$ cat src/rtl/pwm_multi.sv
`default_nettype none
// ============================================================================
// pwm_multi: N_CH PWM channels on one prescaled counter, shadowed period/compare
// (optional up/down counting with macro PWM_CENTER_ALIGN_EN).  Revision 1.0
// ============================================================================
module pwm_multi #(
  parameter int CTR_LEN   = 8,
  parameter int N_CH      = 4,
  parameter int PRESC_LEN = 8
) (
  input  logic                      clk,
  input  logic                      reset,
  input  logic                      enable,
  input  logic [PRESC_LEN-1:0]      prescale,
  input  logic [CTR_LEN-1:0]        period,
  input  logic [N_CH*CTR_LEN-1:0]   compare,
  input  logic                      load,
  output logic [N_CH-1:0]           out,
  output logic                      period_end,
  output logic                      load_ack
);

  logic [PRESC_LEN-1:0]            presc_ctr;
  logic                            tick;
  logic [CTR_LEN-1:0]              ctr;
  logic [CTR_LEN-1:0]              ctr_next;
  logic                            wrap;
  logic [CTR_LEN-1:0]              period_active;
  logic [CTR_LEN-1:0]              period_pend;
  logic [N_CH-1:0][CTR_LEN-1:0]    cmp_active;
  logic [N_CH-1:0][CTR_LEN-1:0]    cmp_pend;
  logic                            pend_flag;
  logic [N_CH-1:0]                 out_next;

  // >= rather than == so lowering prescale mid-count never stalls for a full roll-over.
  assign tick = enable && (presc_ctr >= prescale);

  always_ff @(posedge clk or posedge reset) begin
    if (reset) begin
      presc_ctr <= '0;
    end else if (enable) begin
      presc_ctr <= tick ? '0 : presc_ctr + 1'b1;
    end
  end

`ifdef PWM_CENTER_ALIGN_EN
  // Direction names the next step: UP at ctr == 0, DOWN once ctr has reached period_active.
  typedef enum logic [0:0] {
    UP   = 1'b0,
    DOWN = 1'b1
  } dir_t;

  dir_t dir;
  dir_t dir_next;

  always_ff @(posedge clk or posedge reset) begin
    if (reset) begin
      dir <= UP;
    end else begin
      dir <= dir_next;
    end
  end

  always_comb begin
    dir_next = dir;
    ctr_next = ctr;
    wrap     = 1'b0;
    if (tick) begin
      if (period_active == '0) begin
        ctr_next = '0;
        dir_next = UP;
        wrap     = 1'b1;
      end else begin
        unique case (dir)
          UP: begin
            ctr_next = ctr + 1'b1;
            if (ctr_next == period_active) begin
              dir_next = DOWN;
            end
          end
          DOWN: begin
            ctr_next = ctr - 1'b1;
            if (ctr_next == '0) begin
              dir_next = UP;
              wrap     = 1'b1;
            end
          end
          default: begin
            ctr_next = '0;
            dir_next = UP;
          end
        endcase
      end
    end
  end
`else
  always_comb begin
    ctr_next = ctr;
    wrap     = 1'b0;
    if (tick) begin
      if (ctr == period_active) begin
        ctr_next = '0;
        wrap     = 1'b1;
      end else begin
        ctr_next = ctr + 1'b1;
      end
    end
  end
`endif

  always_ff @(posedge clk or posedge reset) begin
    if (reset) begin
      ctr <= '0;
    end else begin
      ctr <= ctr_next;
    end
  end

  // A load coinciding with a wrap wins over the flag clear, so it lands at the following wrap.
  always_ff @(posedge clk or posedge reset) begin
    if (reset) begin
      period_active <= '1;
      cmp_active    <= '0;
      period_pend   <= '0;
      cmp_pend      <= '0;
      pend_flag     <= 1'b0;
    end else begin
      if (wrap && pend_flag) begin
        period_active <= period_pend;
        cmp_active    <= cmp_pend;
      end
      if (load) begin
        period_pend <= period;
        cmp_pend    <= compare;
        pend_flag   <= 1'b1;
      end else if (wrap) begin
        pend_flag <= 1'b0;
      end
    end
  end

  generate
    for (genvar i = 0; i < N_CH; i++) begin : g_out
`ifdef PWM_CENTER_ALIGN_EN
      // >= on the way down makes the high time 2*compare ticks, symmetric about the wrap.
      assign out_next[i] = enable && ((dir == DOWN) ? (cmp_active[i] >= ctr)
                                                    : (cmp_active[i] > ctr));
`else
      assign out_next[i] = enable && (cmp_active[i] > ctr);
`endif
    end
  endgenerate

  always_ff @(posedge clk or posedge reset) begin
    if (reset) begin
      out        <= '0;
      period_end <= 1'b0;
      load_ack   <= 1'b0;
    end else begin
      out        <= out_next;
      period_end <= wrap;
      load_ack   <= wrap && pend_flag;
    end
  end

endmodule
`default_nettype wire

$ cat config.mk
export PLATFORM = sky130hd
export DESIGN_NAME = pwm_multi
export DESIGN_NICKNAME = d
export VERILOG_FILES = /design/src/rtl/pwm_multi.sv
export SDC_FILE = /design/constraint.sdc
export NUM_CORES = 1
export LEC_CHECK = 0
export BUFFER_PORTS_ARGS = -buffer_cell sky130_fd_sc_hd__buf_2
export CAP_MARGIN = 20
export CORE_MARGIN = 10
export CORE_UTILIZATION = 50
export DETAILED_ROUTE_END_ITERATION = 10
export PLACE_DENSITY = 0.7
export SYNTH_ARGS = -nofsm -noshare
export SYNTH_HDL_FRONTEND = slang
export SYNTH_SLANG_ARGS = --single-unit
$ cat constraint.sdc
create_clock -name clk -period 3.5 [get_ports clk]
set_clock_uncertainty 0.05 [all_clocks]
set_input_delay 0 -clock clk [delete_from_list [all_inputs] [get_ports clk]]
set_output_delay 0 -clock clk [all_outputs]
set_load 0.02 [all_outputs]
### After elaboration in Yosys (flattened, before gate mapping)

Cells that the tools add are included.

| word-level totals | value |
|---|---|
| flip-flop bits (word level) | 103 |
| bits in latches | 0 |
| RAM bits | 0 |
| memory bits (read-only) | 0 |
| bits of input ports | 52 |
| output and inout bits | 6 |
| logic and storage cells | 37 |
| memories | 0 |

| cells by class | value |
|---|---|
| add/sub/neg operators | 2 |
| multiply operators | 0 |
| div/mod/pow operators | 0 |
| order comparisons | 5 |
| equal/unequal tests | 1 |
| shift operators | 0 |
| mux-type cells | 6 |
| bitwise logic cells | 0 |
| reduce and logical (&&, ||, !) cells | 7 |

Operator list:

| kind | number |
|---|---|
| 8-bit > comparator | 4 |
| 8-bit by 1-bit adder with 8-bit output (second input constant) | 2 |
| 8-bit two-way mux | 2 |
| 8-bit == test | 1 |
| 8-bit >= comparator | 1 |
| 1-bit logical AND | 6 |
| 1-bit two-way mux | 4 |
| 2-bit nonzero test | 1 |

### Longest topological paths before layout

Gate-level depths: netlist of run 1.

| logic depth | value |
|---|---|
| word-level depth | 5 |
| mapped depth | 8 |
| mapped depth without buffers | 7 |

### Least setup slack after synthesis of run 1

Ideal clock, no wire load.

| timing | value |
|---|---|
| kind | register -> register |
| from | register presc_ctr[0] |
| to | register cmp_active[0] (netlist name) |
| setup time | 0.128 ns |
| arrival | 2.098 ns |
| required time | 3.322 ns |
| path slack | 1.225 ns |
| cell stages (with the launch flop) | 9 |
| buffers on the path | 1 |
| clock period less this slack | 2.275 ns |
| path through | dfrtp_1 > inv_1 > ha_1 > nand2b_1 > a2111oi_2 > o31ai_4 > nand4_1 > buf_4 > mux2_1 |

| between the ends | value |
|---|---|
| longest elaborated chain between the ends | 4 |

Ends and longest elaborated chain:

| what | line | source |
|---|---|---|
| start: declaration | 23 | `logic [PRESC_LEN-1:0] presc_ctr;` |
| start signal: assignment | 42 | `presc_ctr <= tick ? '0 : presc_ctr + 1'b1;` |
| 8-bit >= comparator | 36 | `assign tick = enable && (presc_ctr >= prescale);` |
| 1-bit logical AND | 36 |  |
| 1-bit two-way mux | 100 | `if (tick) begin` |
| 1-bit logical AND | 128 | `if (wrap && pend_flag) begin` |
| end signal: assignment | 130 | `cmp_active <= cmp_pend;` |
| end: declaration | 30 | `logic [N_CH-1:0][CTR_LEN-1:0] cmp_active;` |

No other way between the ends.
A chain may end at the register's enable or synchronous reset.

### Worst setup path in the final report of run 1

| timing | value |
|---|---|
| from | register presc_ctr[0] |
| to | register cmp_active[31] (netlist name) |

The elaborated chain is that of the path after synthesis.

==> results of run 1 <==
state kept, by name, indices dropped and copies added (netlist names):
register	count
cmp_active	32
cmp_pend	32
ctr	8
period_active	8
period_pend	8
presc_ctr	8
out	4
load_ack	1
pend_flag	1
period_end	1
kinds of logic (layout without fill, tap and decap cells):
| kind of cell | after synthesis | count (layout) | synth area share |
|---|---|---|---|
| AOI/OAI and AO/OA | 52 | 52 | 0.0746 |
| xor gates and xnor gates | 11 | 11 | 0.0192 |
| adders and majority gates | 42 | 42 | 0.105 |
| buffers and inverters | 43 | 147 | 0.0352 |
| DFF | 103 | 103 | 0.516 |
| muxes | 81 | 81 | 0.182 |
| and+or+nand+nor | 61 | 61 | 0.0686 |
worst register-to-register path, cell delays in order, from the launching register on:
cell	delay, ns
dfrtp_1	0.42
inv_1	0.09
ha_1	0.27
nand2b_1	0.15
a2111oi_2	0.48
o31ai_4	0.23
nand4_1	0.16
buf_4	0.45
mux2_1	0.41
synthesized netlist by cell type:
cell | number | area [sq um]
o22ai_1 | 8 | 50.1
buf_4 | 4 | 30.0
nand2_1 | 11 | 41.3
nor2b_1 | 8 | 50.1
mux2i_1 | 1 | 10.0
nand3b_1 | 1 | 7.51
nand3_1 | 2 | 10.0
and4_1 | 1 | 8.76
nor3_1 | 3 | 15.0
dfrtp_1 | 95 | 2380
o21ai_0 | 12 | 60.1
ha_1 | 42 | 526
nor2_1 | 6 | 22.5
o21a_1 | 6 | 45.0
a21o_1 | 2 | 15.0
o211a_1 | 6 | 60.1
nand4_1 | 14 | 87.6
xnor2_1 | 9 | 78.8
o221a_2 | 4 | 45.0
o31ai_4 | 1 | 21.3
mux2_1 | 40 | 450
inv_1 | 29 | 109
a21oi_1 | 11 | 55.1
nor4bb_1 | 1 | 10.0
dfstp_2 | 8 | 210
nand2b_1 | 6 | 37.5
nand4b_1 | 1 | 8.76
and2_1 | 1 | 6.26
o21bai_1 | 1 | 7.51
clkbuf_1 | 10 | 37.5
xor2_1 | 2 | 17.5
mux2_2 | 40 | 450
nor3b_1 | 1 | 7.51
and3_1 | 5 | 31.3
a2111oi_2 | 1 | 15.0
routing by layer:
| metal | share of wire | up-vias |
|---|---|---|
| met3 | 0.033 | 20 |
| li1 | - | 1606 |
| met5 | 0 | - |
| met1 | 0.46 | 1637 |
| met4 | 0.023 | 0 |
| met2 | 0.49 | 53 |
worst max-delay path by stage:
stage	end	cells after the start	slack [ns]
after floorplan	cmp_active[0]	1	0.76
after global placement	cmp_active[26]	8	0.80
after detailed placement	cmp_active[6]	8	0.70
after CTS	cmp_active[10]	8	0.69
after global routing	cmp_active[27]	8	0.46
final	cmp_active[31]	8	0.68
power by group:
group	internal [mW]	switching, mW	total (mW)
registers	1.30	0.121	1.42
logic	0.316	0.359	0.676
clock network	0.266	0.424	0.690
total	1.89	0.904	2.79
cell type report:
| cell class | count | area, sq um |
|---|---|---|
| Fill cell | 817 | 3750 |
| Sequential cell | 103 | 2590 |
| Multi-Input combinational cell | 247 | 2250 |
| Timing Repair Buffer | 102 | 726 |
| Tap cell | 133 | 166 |
| Clock buffer | 9 | 124 |
| Inverter | 29 | 111 |
| Clock inverter | 7 | 56.3 |
placed cells by master (no fill, tap or decap), types with 9 or more instances in the layout:
cell            n
a21oi_1        11
inv_1          28
o21ai_0        12
clkbuf_8        9
mux2_1         40
ha_1           42
nand4_1        14
mux2_2         40
buf_2          57
dlygate4sd3_1  41
xnor2_1         9
nand2_1        11
dfrtp_1        95
==> flow_metrics.tcl, run 1 <==
set metrics [dict create \
    grt_setup_unrepaired "false" \
    fp-row-count 36 \
    netlist_instances 393 \
    gr-usage-met3 0.0305 \
    initial_core_util 0.513 \
    maxCapViolCount 0 \
    placed_area_sq_um 5430 \
    end_kind "flip-flop" \
    drc 0 \
    place_ws_ns 0.700 \
    cp_data_arrival_time_ns 3.02 \
    critPathSlowestCell "a2111oi_2" \
    grtUsageMet1 0.178 \
    setup_viol 0 \
    whs_path_depth 3 \
    io_buffer_count 57 \
    ys_warn_count 0 \
    nNetsFinal 586 \
    first_pass_iters 4 \
    tightest_slew_ns 0.907 \
    grt_util_all_layers 0.146 \
    crit_required_ns 3.70 \
    cts_hold_buf 41 \
    r2r_start "presc_ctr[0]" \
    outcome "finished, final reports clean" \
    grt-ovfl-total 0 \
    synth.avg_cell_area_sq_um 12.8 \
    die_x_um 120 \
    setup_tns_ns 0 \
    area_growth_pct 20.1 \
    hold_end "presc_ctr[1]" \
    io_pins 58 \
    fin_crit_sh 0.807 \
    vias 3316 \
    htreeDepth 3 \
    drive_gt1_frac 0.266 \
    crit_path_max_fanout 40 \
    timing.rr.end "cmp_active[31]" \
    crit_chain "inv_1 -> ha_1 -> nand2b_1 -> a2111oi_2 -> o31ai_4 -> nand4_1 -> buf_4 -> mux2_1" \
    antenna_found_initial 0 \
    min_path_type "input pin to flip-flop" \
    crit_path_start_kind "flip-flop" \
    gp_congestion 0.867 \
    peakVddDrop_uv 239 \
    crit_start "presc_ctr[0]" \
    hold_start "enable" \
    fin_hold_ws_ns 0.0576 \
    drv_slew 0 \
    grt_max_degree 45 \
    postCtsSetupBuffers 0 \
    diodes 0 \
    synthDistinctLibCells 35 \
    syn_nets 487 \
    ys_seq_elements 103 \
    worst_slack_ns 0.676 \
    ctsResizeCount 0 \
    power_mw 2.79 \
    routed_wl_um 9910 \
    drtIter0Drc 120 \
    first_global_vias 3643 \
    hold_violations 0 \
    detail-route-antenna-nets 0 \
    vias_per_cell 5.26 \
    hpwl_um 7010 \
    wl_per_cell_um 15.7 \
    cts_tree "built" \
    fin_area_sq_um 6020 \
    path_clk_slew_ns 0.09 \
    synth_area_sq_um 5010 \
    criticalPathCategory "flip-flop to flip-flop" \
    numCtsBuffers 9 \
    r2r_slack_ns 0.68 \
    clk_latency_ns 0.37 \
    grtUsageMet2 0.245 \
    grt_pass1_wl_um 17200 \
    leakagePower_nw 3.08 \
    cp_top_family "compound AO/OA/AOI/OAI gates" \
    power_density_nw_per_um2 463 \
    cts_root_buf "clkbuf_8" \
    top_usage_layer "met2" \
    period_minus_slack_ns 2.82 \
    coreArea_sq_um 9770 \
    maxSlewHeadroom 0.395 \
    ys_seq_area_frac 0.516 \
    die_h_um 120 \
    clock.fmax_mhz 354 \
    crit_buf_inv 2 \
    dp.cells 573 \
    clk_path_buf_depth 2 \
    utilization 0.616 \
    dieArea_sq_um 14400 \
    final_cells 630 \
    r2r.worst_path.cells 8 \
    critical-path-max-stage-delay_ns 0.48 \
    cts.sinks 103 \
]
Power figures use the tool's default switching activity.
==> inputs of run 2 (changes only) <==
Settings changed: ABC_AREA set to 1, PLACE_DENSITY 0.7 to 0.73.
Clock period 3.5 ns to 2.5 ns, I/O delays scaled along.
==> flow_metrics.tcl, run 2 <==
set metrics [dict create \
    nNetsFinal 808 \
    drtIter0Drc 236 \
    grt_max_degree 53 \
    ys_top_cells_by_count "nand2_1, dfrtp_1, ha_1" \
    synthDistinctLibCells 28 \
    r2r_start "presc_ctr[7]" \
    pwr-share-comb 0.287 \
    cts_root_buf "clkbuf_8" \
    area_growth_pct 19.5 \
    drc 0 \
    r2r_slack_ns 0.38 \
    hpwl_um 7480 \
    outcome "finished, final reports clean" \
    synth_top_area_frac 0.462 \
    detail-route-antenna-nets 0 \
    gp_congestion 0.896 \
    r2r.worst_path.cells 9 \
    reg.largest.list "cmp_active: 32 flops, cmp_pend: 32 flops" \
    critical-path-max-stage-delay_ns 0.42 \
    syn_nets 713 \
    coreArea_sq_um 9910 \
    power.switching_mw 1.44 \
    vias 4099 \
    criticalPathCategory "flip-flop to flip-flop" \
    peakVddDrop_uv 346 \
    routed_wl_um 10600 \
    switching_share 0.337 \
    grt_util_all_layers 0.153 \
    diodes 0 \
    tightest_slew_ns 0.528 \
    cts_tree "built" \
    grt_setup_unrepaired "false" \
    fin_crit_sh 0.847 \
    end_kind "flip-flop" \
    setup_viol 0 \
    netlist_instances 619 \
    crit_required_ns 2.74 \
    synth_area_sq_um 5140 \
    numCtsBuffers 9 \
    crit_end "cmp_active[1]" \
    crit_start "presc_ctr[7]" \
    nFillCells 860 \
    clk_path_buf_depth 2 \
    critPathSlowestCell "nor2_8" \
    initial_core_util 0.519 \
    fin_area_sq_um 6140 \
    final_cell_mix "nand2_1, dfrtp_1, buf_2" \
    hold_violations 0 \
    crit_cells 9 \
    sequentialPowerShare 0.477 \
    grt_pass1_wl_um 18800 \
    crit_path_max_fanout 41 \
    htreeDepth 3 \
    maxSlewHeadroom 0.648 \
    synthArstFlopShare 1.00 \
    die_h_um 121 \
    io_buffer_count 57 \
    cts.sinks 103 \
    cp_common_cell "nand2_1" \
    p_int_mw 2.83 \
    cp_data_arrival_time_ns 2.36 \
    ys_seq_elements 103 \
    first_pass_iters 4 \
    maxCapViolCount 0 \
    drive_gt1_frac 0.135 \
    path_clk_slew_ns 0.09 \
    min_path_type "input pin to flip-flop" \
    power_density_nw_per_um2 694 \
    ctsResizeCount 0 \
    period_minus_slack_ns 2.12 \
    setup_tns_ns 0 \
    wl_per_cell_um 12.4 \
    final_common_cell "nand2_1" \
    vias_per_cell 4.81 \
    synth_area_leaders "dfrtp_1, nand2_1, ha_1, dfstp_2, inv_1" \
    clock.fmax_mhz 472 \
    synth_edf_count 0 \
    yosysMostFrequentCell "nand2_1" \
    dieArea_sq_um 14700 \
    first_global_vias 4271 \
    grt-ovfl-total 0 \
    placed_area_sq_um 5540 \
    crit_chain "ha_1 -> nand2_1 -> nor2_1 -> nand4_1 -> nand3_1 -> nand3_4 -> nor2_8 -> nand2_1 -> nand2_1" \
    ys_seq_area_frac 0.503 \
    synth.avg_cell_area_sq_um 8.31 \
    yosys.area.top_type "dfrtp_1" \
    cp_top_family "simple AND/OR/NAND/NOR gates" \
    io_pins 58 \
    leakagePower_nw 3.39 \
    crit_buf_inv 0 \
    ys.flop_type "dfrtp_1" \
    fp-row-count 36 \
    clkPwrFrac 0.236 \
    timing.rr.end "cmp_active[1]" \
    crit_path_start_kind "flip-flop" \
    die_x_um 121 \
    drv_slew 0 \
    antenna_found_initial 0 \
    clk_latency_ns 0.36 \
    ys_warn_count 0 \
]
==> run 2: cell types whose count changed in the layout (fill, tap and decap cells not counted), moves of 7 or more <==
| cell | change |
|---|---|
| mux2_1 | -40 |
| o22ai_1 | -8 |
| nand2_1 | +288 |
| o21ai_1 | +9 |
| xor2_1 | +8 |
| nor2_1 | +20 |
| xnor2_1 | -9 |
| nand3_1 | +10 |
| inv_2 | +10 |
| nand4_1 | -7 |
| a21oi_1 | +7 |
| mux2_2 | -40 |
| nor2b_1 | -8 |
| inv_1 | +9 |
==> run 2: cells by family after synthesis <==
kind of cell | count (synthesis) | share of synthesized area
AND/OR/NAND/NOR | 353 | 0.275
flip-flops | 103 | 0.503
buffers and inverters | 69 | 0.0574
AO/OA/AOI/OAI | 42 | 0.0452
adder cells (fa/ha/maj) | 42 | 0.102
XOR/XNOR | 10 | 0.0170
==> run 2: final cells by class <==
cell class	count	area (sq um)	area share
Clock inverter	1	30.0	0.00489
Timing Repair Buffer	104	756	0.123
Clock buffer	15	156	0.0255
Inverter	49	188	0.0305
Multi-Input combinational cell	447	2260	0.368
Tap cell	133	166	0.0271
Sequential cell	103	2590	0.421
==> run 2: tightest hold or removal path, cell delays in order <==
cell     delay (ns)
buf_2          0.09
inv_1          0.23
nand2_1        0.13
nand2_1        0.04
==> run 2: power by group through the flow <==
stage	Sequential, mW	Clock (mW)	Combinational [mW]
detailed placement	2.07	0	1.18
finish	2.04	1.01	1.22
floorplan	2.02	0	0.882
global route	2.07	1.11	1.44
global placement	2.06	0	1.12
CTS	2.04	1.05	1.24
==> run 2: how the worst min path moves through the flow <==
stage	start	to	slack, ns	depth (start not counted)
6_report	load	cmp_pend[13]	0.11	4
3_3_place_gp	reset	ctr[6]	0.005	2
5_1_grt	load	cmp_pend[4]	0.14	4
2_1_floorplan	compare[8]	cmp_pend[8]	0.06	2
4_1_cts	load	cmp_pend[5]	0.1	4
3_5_place_dp	reset	presc_ctr[7]	0.004	2
==> run 2: repair_timing <==
action / 4_1_cts / 5_1_grt
hold buffers: 42 / 0
hold endpoints to repair: 69 / 0
setup buffers: 0 / 0
==> run 2: per-stage QoR <==
step	utilization	instances	power (mW)	hold WS [ns]	setup WS, ns
finish	0.620	852	4.27	0.112	0.382
global placement	0.559	794	3.18	0.00521	0.422
detailed placement	0.559	794	3.25	0.00441	0.369
CTS	0.620	852	4.32	0.0963	0.336
global route	0.620	852	4.62	0.136	0.0606
floorplan	-	619	2.90	0.0624	0.711
==> run 2: routing by layer <==
layer / share of wire / vias to the layer above / global-route usage
met5: 0 / - / 0
met4: 0.011 / 0 / 0.0522
met3: 0.043 / 9 / 0.0414
met2: 0.51 / 69 / 0.270
met1: 0.44 / 1900 / 0.175
li1: - / 2121 / -
